<file path="src/rtl/cp_dma_stream_if.sv">
// Memory-bus and block-core signals of the DMA stream engine, grouped for the
// engine (master) and the memory/core side (slave).
interface cp_dma_stream_if #(
  parameter int WPB    = 4,
  parameter int ADDR_W = 20
);
  // Handshakes: HOLD is a level request held until the engine is done with the
  // bus; a transfer only counts in a cycle where HOLD_ACK is sampled high.
  // core_start and core_done are single-cycle pulses qualifying core_din and
  // core_dout respectively; no back-pressure exists on either pulse.
  logic                  we_dma;
  logic [ADDR_W-1:0]     addr_dma;
  logic [31:0]           wrData_dma;
  logic [31:0]           rdData_dma;
  logic                  HOLD;
  logic                  HOLD_ACK;
  logic                  core_start;
  logic [31:0]           core_cfg;
  logic [WPB*32-1:0]     core_din;
  logic                  core_done;
  logic [WPB*32-1:0]     core_dout;

  modport master (
    output we_dma, addr_dma, rdData_dma, HOLD, core_start, core_cfg, core_din,
    input  wrData_dma, HOLD_ACK, core_done, core_dout
  );

  modport slave (
    input  we_dma, addr_dma, rdData_dma, HOLD, core_start, core_cfg, core_din,
    output wrData_dma, HOLD_ACK, core_done, core_dout
  );
endinterface

</file>
<file path="src/rtl/cp_dma_stream.sv">
// CPU-programmed block-stream DMA: reads LEN words block by block, runs each
// block through an attached core, and writes the results to a destination.
module cp_dma_stream #(
  parameter int WPB    = 4,
  parameter int ADDR_W = 20,
  parameter int LEN_W  = 16
) (
  input  logic        clk,
  input  logic        reset_n,
  input  logic        we_cpu,
  input  logic [2:0]  addr_cpu,
  input  logic [31:0] wrData_cpu,
  output logic [31:0] rdData_cpu,
  output logic        INT,
  output logic [3:0]  dbg_state,
  cp_dma_stream_if.master bus
);
  localparam int IW = $clog2(WPB + 1);

  localparam logic [3:0] S_IDLE      = 4'd0;
  localparam logic [3:0] S_REQ_RD    = 4'd1;
  localparam logic [3:0] S_RD_ADDR   = 4'd2;
  localparam logic [3:0] S_RD_DATA   = 4'd3;
  localparam logic [3:0] S_CORE_GO   = 4'd4;
  localparam logic [3:0] S_CORE_WAIT = 4'd5;
  localparam logic [3:0] S_REQ_WR    = 4'd6;
  localparam logic [3:0] S_WR        = 4'd7;
  localparam logic [3:0] S_NEXT      = 4'd8;
  localparam logic [3:0] S_DONE      = 4'd9;

  logic [3:0]        state;
  logic [ADDR_W-1:0] src_q, dst_q, src_ptr, dst_ptr;
  logic [LEN_W-1:0]  len_q, rem;
  logic [31:0]       cfg_q;
  logic              wb_full, int_en, done, aborted;
  logic [IW-1:0]     blk_idx, wr_idx, wr_cnt;
  logic [WPB*32-1:0] blk_q, res_q;
  logic              busy, ctrl_we, go_req, abort_req;
  logic [31:0]       status;

  assign busy      = (state != S_IDLE) && (state != S_DONE);
  assign ctrl_we   = we_cpu && (addr_cpu == 3'd0);
  assign go_req    = ctrl_we && wrData_cpu[0] && !wrData_cpu[1];
  assign abort_req = ctrl_we && wrData_cpu[1];

  assign INT          = done & int_en;
  assign dbg_state    = state;
  assign bus.core_cfg = cfg_q;
  assign bus.core_din = blk_q;

  always_comb begin
    status     = '0;
    status[2]  = wb_full;
    status[3]  = int_en;
    status[8]  = busy;
    status[9]  = bus.HOLD;
    status[10] = done;
    status[11] = aborted;
  end

  always_comb begin
    rdData_cpu = '0;
    case (addr_cpu)
      3'd0: rdData_cpu = status;
      3'd1: rdData_cpu[ADDR_W-1:0] = src_q;
      3'd2: rdData_cpu[ADDR_W-1:0] = dst_q;
      3'd3: rdData_cpu[LEN_W-1:0] = len_q;
      3'd4: rdData_cpu = cfg_q;
      default: ;
    endcase
  end

  always_ff @(posedge clk or negedge reset_n) begin
    if (!reset_n) begin
      state          <= S_IDLE;
      src_q          <= '0;
      dst_q          <= '0;
      src_ptr        <= '0;
      dst_ptr        <= '0;
      len_q          <= '0;
      rem            <= '0;
      cfg_q          <= '0;
      wb_full        <= 1'b0;
      int_en         <= 1'b0;
      done           <= 1'b0;
      aborted        <= 1'b0;
      blk_idx        <= '0;
      wr_idx         <= '0;
      wr_cnt         <= '0;
      blk_q          <= '0;
      res_q          <= '0;
      bus.we_dma     <= 1'b0;
      bus.addr_dma   <= '0;
      bus.rdData_dma <= '0;
      bus.HOLD       <= 1'b0;
      bus.core_start <= 1'b0;
    end else begin
      bus.core_start <= 1'b0;

      if (we_cpu && !busy) begin
        case (addr_cpu)
          3'd1: src_q <= {wrData_cpu[ADDR_W-1:2], 2'b00};
          3'd2: dst_q <= {wrData_cpu[ADDR_W-1:2], 2'b00};
          3'd3: len_q <= wrData_cpu[LEN_W-1:0];
          3'd4: cfg_q <= wrData_cpu;
          default: ;
        endcase
      end
      if (ctrl_we) begin
        int_en <= wrData_cpu[3];
        if (!busy) wb_full <= wrData_cpu[2];
        if (wrData_cpu[10]) begin
          done    <= 1'b0;
          aborted <= 1'b0;
        end
      end

      case (state)
        S_REQ_RD, S_RD_ADDR: begin
          if (bus.HOLD_ACK) begin
            bus.addr_dma <= src_ptr;
            state        <= S_RD_DATA;
          end
        end
        S_RD_DATA: begin
          // A lost grant falls back to RD_ADDR so the same address is re-issued.
          if (bus.HOLD_ACK) begin
            blk_q[int'(blk_idx)*32 +: 32] <= bus.wrData_dma;
            src_ptr <= src_ptr + ADDR_W'(4);
            rem     <= rem - LEN_W'(1);
            blk_idx <= blk_idx + IW'(1);
            if (blk_idx == IW'(WPB - 1) || rem == LEN_W'(1)) begin
              state          <= S_CORE_GO;
              bus.HOLD       <= 1'b0;
              bus.core_start <= 1'b1;
            end else begin
              state <= S_RD_ADDR;
            end
          end else begin
            state <= S_RD_ADDR;
          end
        end
        S_CORE_GO: state <= S_CORE_WAIT;
        S_CORE_WAIT: begin
          if (bus.core_done) begin
            res_q    <= bus.core_dout;
            bus.HOLD <= 1'b1;
            wr_idx   <= '0;
            wr_cnt   <= wb_full ? IW'(WPB) : blk_idx;
            state    <= S_REQ_WR;
          end
        end
        S_REQ_WR, S_WR: begin
          bus.we_dma <= 1'b0;
          if (bus.HOLD_ACK) begin
            bus.we_dma     <= 1'b1;
            bus.addr_dma   <= dst_ptr;
            bus.rdData_dma <= res_q[int'(wr_idx)*32 +: 32];
            dst_ptr        <= dst_ptr + ADDR_W'(4);
            wr_idx         <= wr_idx + IW'(1);
            state          <= (wr_idx == wr_cnt - IW'(1)) ? S_NEXT : S_WR;
          end
        end
        S_NEXT: begin
          bus.we_dma <= 1'b0;
          if (rem != '0) begin
            blk_q   <= '0;
            blk_idx <= '0;
            state   <= S_REQ_RD;
          end else begin
            bus.HOLD <= 1'b0;
            done     <= 1'b1;
            state    <= S_DONE;
          end
        end
        S_DONE: state <= S_IDLE;
        default: state <= S_IDLE;
      endcase

      if (go_req && !busy) begin
        done    <= 1'b0;
        aborted <= 1'b0;
        src_ptr <= src_q;
        dst_ptr <= dst_q;
        rem     <= len_q;
        if (len_q == '0) begin
          done  <= 1'b1;
          state <= S_DONE;
        end else begin
          blk_q    <= '0;
          blk_idx  <= '0;
          bus.HOLD <= 1'b1;
          state    <= S_REQ_RD;
        end
      end

      // Abort drops everything at once; a core_done arriving later meets IDLE.
      if (abort_req && busy) begin
        state          <= S_IDLE;
        bus.HOLD       <= 1'b0;
        bus.we_dma     <= 1'b0;
        bus.core_start <= 1'b0;
        aborted        <= 1'b1;
        done           <= 1'b1;
      end
    end
  end
endmodule

</file>
<file path="src/flat_wrapper.sv">
// flat-port wrapper written by rule: the top's interface ports become plain ports
module cp_dma_stream_flat 
#(
  parameter int WPB    = 4,
  parameter int ADDR_W = 20,
  parameter int LEN_W  = 16
)
  (clk, reset_n, we_cpu, addr_cpu, wrData_cpu, rdData_cpu, INT, dbg_state, bus_we_dma, bus_addr_dma, bus_rdData_dma, bus_HOLD, bus_core_start, bus_core_cfg, bus_core_din, bus_wrData_dma, bus_HOLD_ACK, bus_core_done, bus_core_dout);
  cp_dma_stream_if #(.WPB(WPB), .ADDR_W(ADDR_W)) bus_i ();
  input  logic clk;
  input  logic reset_n;
  input  logic we_cpu;
  input  logic [2:0] addr_cpu;
  input  logic [31:0] wrData_cpu;
  output logic [31:0] rdData_cpu;
  output logic INT;
  output logic [3:0] dbg_state;
  output wire logic [$bits(bus_i.we_dma)-1:0] bus_we_dma;
  output wire logic [$bits(bus_i.addr_dma)-1:0] bus_addr_dma;
  output wire logic [$bits(bus_i.rdData_dma)-1:0] bus_rdData_dma;
  output wire logic [$bits(bus_i.HOLD)-1:0] bus_HOLD;
  output wire logic [$bits(bus_i.core_start)-1:0] bus_core_start;
  output wire logic [$bits(bus_i.core_cfg)-1:0] bus_core_cfg;
  output wire logic [$bits(bus_i.core_din)-1:0] bus_core_din;
  input wire logic [$bits(bus_i.wrData_dma)-1:0] bus_wrData_dma;
  input wire logic [$bits(bus_i.HOLD_ACK)-1:0] bus_HOLD_ACK;
  input wire logic [$bits(bus_i.core_done)-1:0] bus_core_done;
  input wire logic [$bits(bus_i.core_dout)-1:0] bus_core_dout;
  assign bus_we_dma = bus_i.we_dma;
  assign bus_addr_dma = bus_i.addr_dma;
  assign bus_rdData_dma = bus_i.rdData_dma;
  assign bus_HOLD = bus_i.HOLD;
  assign bus_core_start = bus_i.core_start;
  assign bus_core_cfg = bus_i.core_cfg;
  assign bus_core_din = bus_i.core_din;
  assign bus_i.wrData_dma = bus_wrData_dma;
  assign bus_i.HOLD_ACK = bus_HOLD_ACK;
  assign bus_i.core_done = bus_core_done;
  assign bus_i.core_dout = bus_core_dout;
  cp_dma_stream #(.WPB(WPB), .ADDR_W(ADDR_W), .LEN_W(LEN_W)) u_core (.clk(clk), .reset_n(reset_n), .we_cpu(we_cpu), .addr_cpu(addr_cpu), .wrData_cpu(wrData_cpu), .rdData_cpu(rdData_cpu), .INT(INT), .dbg_state(dbg_state), .bus(bus_i));
endmodule
</file>
<file path="config.mk">
export PLATFORM = sky130hd
export DESIGN_NAME = cp_dma_stream_flat
export DESIGN_NICKNAME = d
export VERILOG_FILES = /design/src/rtl/cp_dma_stream_if.sv /design/src/rtl/cp_dma_stream.sv /design/src/flat_wrapper.sv
export SDC_FILE = /design/constraint.sdc
export NUM_CORES = 1
export LEC_CHECK = 0
export ABC_AREA = 0
export BUFFER_PORTS_ARGS = -buffer_cell sky130_fd_sc_hd__buf_2
export CORE_UTILIZATION = 55
export CTS_BUF_LIST = sky130_fd_sc_hd__clkbuf_16
export DETAILED_ROUTE_END_ITERATION = 10
export PLACE_DENSITY = 0.81
export SLEW_MARGIN = 10
export SYNTH_ARGS = -nofsm -noshare
export SYNTH_HDL_FRONTEND = slang
export SYNTH_SLANG_ARGS = --single-unit
</file>
<file path="constraint.sdc">
create_clock -name clk -period 2.8 [get_ports clk]
set_input_delay 0.28 -clock clk [delete_from_list [all_inputs] [get_ports clk]]
set_output_delay 0.28 -clock clk [all_outputs]
set_load 0.02 [all_outputs]
</file>
# Yosys cells after proc, flatten, opt, wreduce, memory -nomap -nowiden
# Cells that the tools add are included.
[word_totals]
input_bits = 200
ff_bits = 468
output_inout_bits = 252
[op_classes]
n_addsub = 7
n_mux = 67
eq_ne = 22
reduce_logical = 38
n_bitwise = 2
shift = 3
[ops]
columns = ["operator", "n"]
rows = [
  ["128-bit 2-to-1 mux", 4],
  ["128-bit case mux with 2 select lines", 1],
  ["20-bit 2-to-1 mux", 8],
  ["128-bit bitwise mux", 1],
  ["32-bit by 33-bit variable shift with 128-bit output, first input constant", 1],
  ["128-bit by 9-bit indexed part select with 32-bit output", 1],
  ["32-bit by 33-bit indexed part select with 128-bit output", 1],
  ["16-bit case mux with 5 select lines", 1],
  ["16-bit 2-to-1 mux", 3],
  ["20-bit by 3-bit adder with 20-bit output, second input constant", 2],
  ["20-bit case mux with 2 select lines", 1],
  ["8-bit negation with 33-bit output", 1],
  ["4-bit 2-to-1 mux", 8],
  ["3-bit 2-to-1 mux", 9],
  ["1-bit 2-to-1 mux", 24],
  ["4-bit case mux with 6 select lines", 1],
  ["2-bit AND reduction", 10],
  ["16-bit by 1-bit == test with 1-bit output, second input constant", 1],
  ["4-bit by 3-bit == test with 1-bit output, second input constant", 4],
  ["16-bit zero test", 1],
  ["16-bit nonzero test", 1],
  ["16-bit by 1-bit subtractor with 16-bit output, second input constant", 1],
  ["12-bit 2-to-1 mux", 1],
  ["4-bit by 2-bit != test with 1-bit output, second input constant", 3],
  ["other kinds (26)", 50],
]

# Longest topological paths before layout
[logic_depth]
depth_word = 8
ltp_mapped = 10
ltp_nobuf = 8

# Worst setup path after synthesis
# No wires, ideal clock.
[synth_timing]
path_type = "reg-to-reg"
from = "register u_core.blk_idx[0]"
to = "register u_core.blk_q[100], in the netlist u_core.bus.core_din[100]"
path_stages_with_launch = 10
path_buffers = 1
setup_slack_ns = 0.374
period_less_slack_ns = 2.426
arrival_time_ns = 2.305
cell_sequence = "dfrtp_1 > inv_1 > ha_1 > ha_1 > and3b_1 > nor4b_1 > a2bb2oi_1 > nor2_1 > buf_2 > a22o_1"
[synth_via]
elab_chain_len = 7
elab_cells_between_ends = 8
[synth_lines]
columns = ["element", "line_no", "rtl"]
rows = [
  ["start, declared", "cp_dma_stream.sv:36", "logic [IW-1:0] blk_idx, wr_idx, wr_cnt;"],
  ["start signal, assigned", "cp_dma_stream.sv:131", "blk_idx <= blk_idx + IW'(1);"],
  ["8-bit negation with 33-bit output *", "cp_dma_stream.sv:128", "blk_q[int'(blk_idx)*32 +: 32] <= bus.wrData_dma;"],
  ["32-bit by 33-bit indexed part select with 128-bit output / 32-bit by 33-bit variable shift with 128-bit output (equally long branches)", "cp_dma_stream.sv:128", ""],
  ["128-bit bitwise mux *", "cp_dma_stream.sv:128", ""],
  ["128-bit 2-to-1 mux *", "cp_dma_stream.sv:127", "if (bus.HOLD_ACK) begin"],
  ["128-bit case mux with 2 select lines *", "cp_dma_stream.sv:118", "case (state)"],
  ["128-bit 2-to-1 mux", "cp_dma_stream.sv:186", "if (len_q == '0) begin"],
  ["128-bit 2-to-1 mux *", "cp_dma_stream.sv:180", "if (go_req && !busy) begin"],
  ["end signal, assigned by index", "cp_dma_stream.sv:128", ""],
  ["end, declared", "cp_dma_stream.sv:37", "logic [WPB*32-1:0] blk_q, res_q;"],
]
# Mark *: on every way between the ends. The rest lies on a longest branch, timed or not.
# A chain may end at the register's enable or synchronous reset.

# Worst setup path in the final report
[layout_timing]
from = "register u_core.blk_idx[0]"
to = "register u_core.blk_q[54], in the netlist u_core.bus.core_din[54]"
# The elaborated chain is that of the path after synthesis.

==> flow_summary.ini <==
[logic_synthesis]
avgSynthCellArea_um2 = 12.0
synth_cell_type_count = 65
synth-main-ff-cell = dfrtp_1
ys_ff_latch = 462
syn-instance-count = 1717
yosysWarnings = 0
synth_area_mm2 = 0.0206
synth-edff-count = 0
ys_async_sr_fraction_pct = 100
netlist.area_leader.share_pct = 56.0
yosysTopAreaCell = dfrtp_1
ys_seq_area_share_pct = 56.0
ys_top_cells_by_area = dfrtp_1 (56%), mux2_2 (12%), a22o_1 (4.2%), nand2_1 (3.9%), mux4_2 (3.7%)

[clock_network]
h-tree-depth = 2
cts_tree = yes
cts_sinks = 462
worstSkewPairLatency_ns = 0.59
clkTransAtPathRegs_ns = 0.06
cts-root-buf = clkbuf_16
cts_buffers = 48
cts.path.max_buffers = 3

[sta]
worst_slew_pin_slew_ns = 0.838
hold_viol_final = 0
rsz0062_at_grt = no
finalCritPeriodShare_pct = 94.3
final-setup-viol-count = 0
fin_crit_ns = 2.64
max_slew_margin_pct = 43.9
max_freq_mhz = 379
skew_ns = 0.0183
setup_tns_ns = 0
timing.final.max_slew_violations = 0

[flow_run]
maxCapViolCount = 0

[routing]
drtIter0Drc = 1656
drtAntennaViolNets = 0
viasPerCell = 6.26
routed_wl_um = 68000
drtPass1Iterations = 6
drc = 0
wl_per_cell_um = 23.9
num_vias = 17800

[worst_hold_path]
hold_depth = 2
hp-class = in2reg

[global_route]
track_usage_pct = 35.5
antenna_found_initial = 3
gr-total-overflow = 0
grt_pass1_wl_um = 105000
grt_max_degree = 83
grt_pass1_vias = 18400

[placement]
dp.cells = 2577
dpl.hpwl_um = 41100
placed_area_mm2 = 0.0236
io_buffer_count = 449
gp_congestion = 0.923

[power]
p_per_area_mw_per_mm2 = 1050
power_leakage_nw = 13.0
pwr-share-clk_pct = 22.6
p_int_w = 0.0177
p_comb_share_pct = 36.3
switchingPower_w = 0.0106
finalPower_w = 0.0283
swShare_pct = 37.5
irDropWorstVdd_mv = 0.772
seq_power_share_pct = 41.1

[floorplan]
ios = 452
start_util_pct = 56.1
placementRows = 70
coreArea_mm2 = 0.0368
die_y_um = 196
die-area_mm2 = 0.0383
fp.dieW_um = 196

[critical_path]
crit_fanout = 22
startpoint_type = flop
required_ns = 3.30
reg2regPathDepth = 9
crit_path_end_kind = flop
arrival_ns = 3.14
critPathKind = reg2reg

[finish]
syn_to_final_growth_pct = 30.8
final_util_pct = 73.4
final_area_mm2 = 0.0270
final_layout_size_suffix_gt1_share_pct = 36.4
nets = 2552
instances_no_fill = 2847

[run_status]
status = finished, final reports clean
[layer usage]
layer  vias to the layer above  track usage [%]  wire length (um)
met3                       251             8.82              6800
met2                      1194             57.5             32600
met5                         -                0                13
met4                         2             18.2              3430
met1                      8850             44.6             25100
li1                       7535                -                 -
[cells in the mapped netlist, types with 15 or more instances]
master	count
a22o_1	99
mux2_2	224
buf_2	30
mux2i_1	28
nand3_1	86
dfrtp_1	462
clkbuf_1	73
mux4_2	34
a22oi_1	16
nor2_1	59
xor2_1	16
nand2_1	215
buf_1	15
a21oi_1	35
and2_1	15
a31oi_1	71
o21ai_0	53
[power groups by stage]
stage,Sequential [W],Combinational (W),Clock (W)
after floorplan,0.0124,0.00501,0
after global placement,0.0112,0.00942,0
after detailed placement,0.0114,0.00976,0
after CTS,0.0113,0.0100,0.00643
after global routing,0.0118,0.0109,0.00672
final,0.0116,0.0103,0.00641
[timing repair]
action / in CTS / in global routing
gates resized for setup: 1 / 0
hold buffers: 182 / 0
setup buffers: 0 / 0
endpoints found under the setup margin: 12 / 0
endpoints found under the hold margin: 343 / 0
[state kept, by name (all words and copies together), names as in the netlist, 3 cells and up]
register and cells:
u_core.rem 16, u_core.res_q 128, u_core.wr_idx 3, u_core.src_q 18, u_core.dbg_state 4, u_core.dst_ptr 18
u_core.bus.core_cfg 32, u_core.len_q 16, u_core.blk_idx 3, u_core.dst_q 18, u_core.wr_cnt 3, u_core.src_ptr 18
u_core.bus.addr_dma 18, u_core.bus.core_din 128, u_core.bus.rdData_dma 32
[critical path, stage by stage, from the launching register on]
cell       delay, ns
dfrtp_1         0.35
inv_1           0.06
ha_1            0.22
ha_1            0.32
and3b_1         0.18
and4_1          0.21
a2bb2oi_1       0.14
nor2_2          0.46
buf_4           0.40
a22o_1          0.21
[layout by cell type, fill, tap and decap left out, types with 34 or more instances in the layout]
| cell | Yosys | layout |
|---|---|---|
| mux4_2 | 34 | 34 |
| nand2_1 | 215 | 215 |
| buf_2 | 30 | 448 |
| mux2_2 | 224 | 224 |
| dfrtp_1 | 462 | 461 |
| clkbuf_16 | 0 | 49 |
| o21ai_0 | 53 | 53 |
| buf_4 | 3 | 55 |
| dlygate4sd3_1 | 0 | 182 |
| nand3_1 | 86 | 86 |
| a31oi_1 | 71 | 71 |
| nor2_1 | 59 | 55 |
| a21oi_1 | 35 | 35 |
| a22o_1 | 99 | 99 |
[cells by family after synthesis]
logic type                 after synthesis  share of synthesized area (%)
other                                    1                         0.0182
and+or+nand+nor                        469                           10.9
buffers and inverters                  137                           2.84
adders and majority gates               11                          0.667
DFF                                    462                           56.0
AOI/OAI and AO/OA                      321                           11.0
muxes                                  286                           17.3
xor gates and xnor gates                30                           1.35
[path summary, 6_finish.rpt]
kind                                              startpoint                                 to  slack, ns
min in group asynchronous                            reset_n       u_core.res_q[92]$_DFFE_PN0P_       0.31
max                              u_core.blk_idx[0]$_DFF_PN0_  u_core.bus.core_din[54]$_DFF_PN0_       0.16
min                                           wrData_cpu[10]       u_core.dst_q[10]$_DFFE_PN0P_       0.02
max reg2reg                      u_core.blk_idx[0]$_DFF_PN0_  u_core.bus.core_din[54]$_DFF_PN0_       0.16
max in group asynchronous                            reset_n  u_core.bus.core_din[12]$_DFF_PN0_       1.61
min reg2reg                u_core.bus.core_din[44]$_DFF_PN0_  u_core.bus.core_din[44]$_DFF_PN0_       0.50
[metrics by stage]
step / hold slack, ns / setup slack [ns]
floorplan: -0.0156 / 0.374
global placement: 0.323 / 0.0675
detailed placement: 0.325 / -0.00466
CTS: 0.00131 / 0.147
global route: 0.00948 / 0.0845
finish: 0.0152 / 0.161
[layout make-up]
class	count	area [um2]
clock inverter	37	313
fill	2318	9780
tap	468	586
timing repair buffer	697	4710
multi-input combinational	1119	8550
clock buffer	49	1230
sequential	462	11600
antenna	2	5.00
inverter	13	48.8
Note: power is estimated with default switching activity, not from simulation.
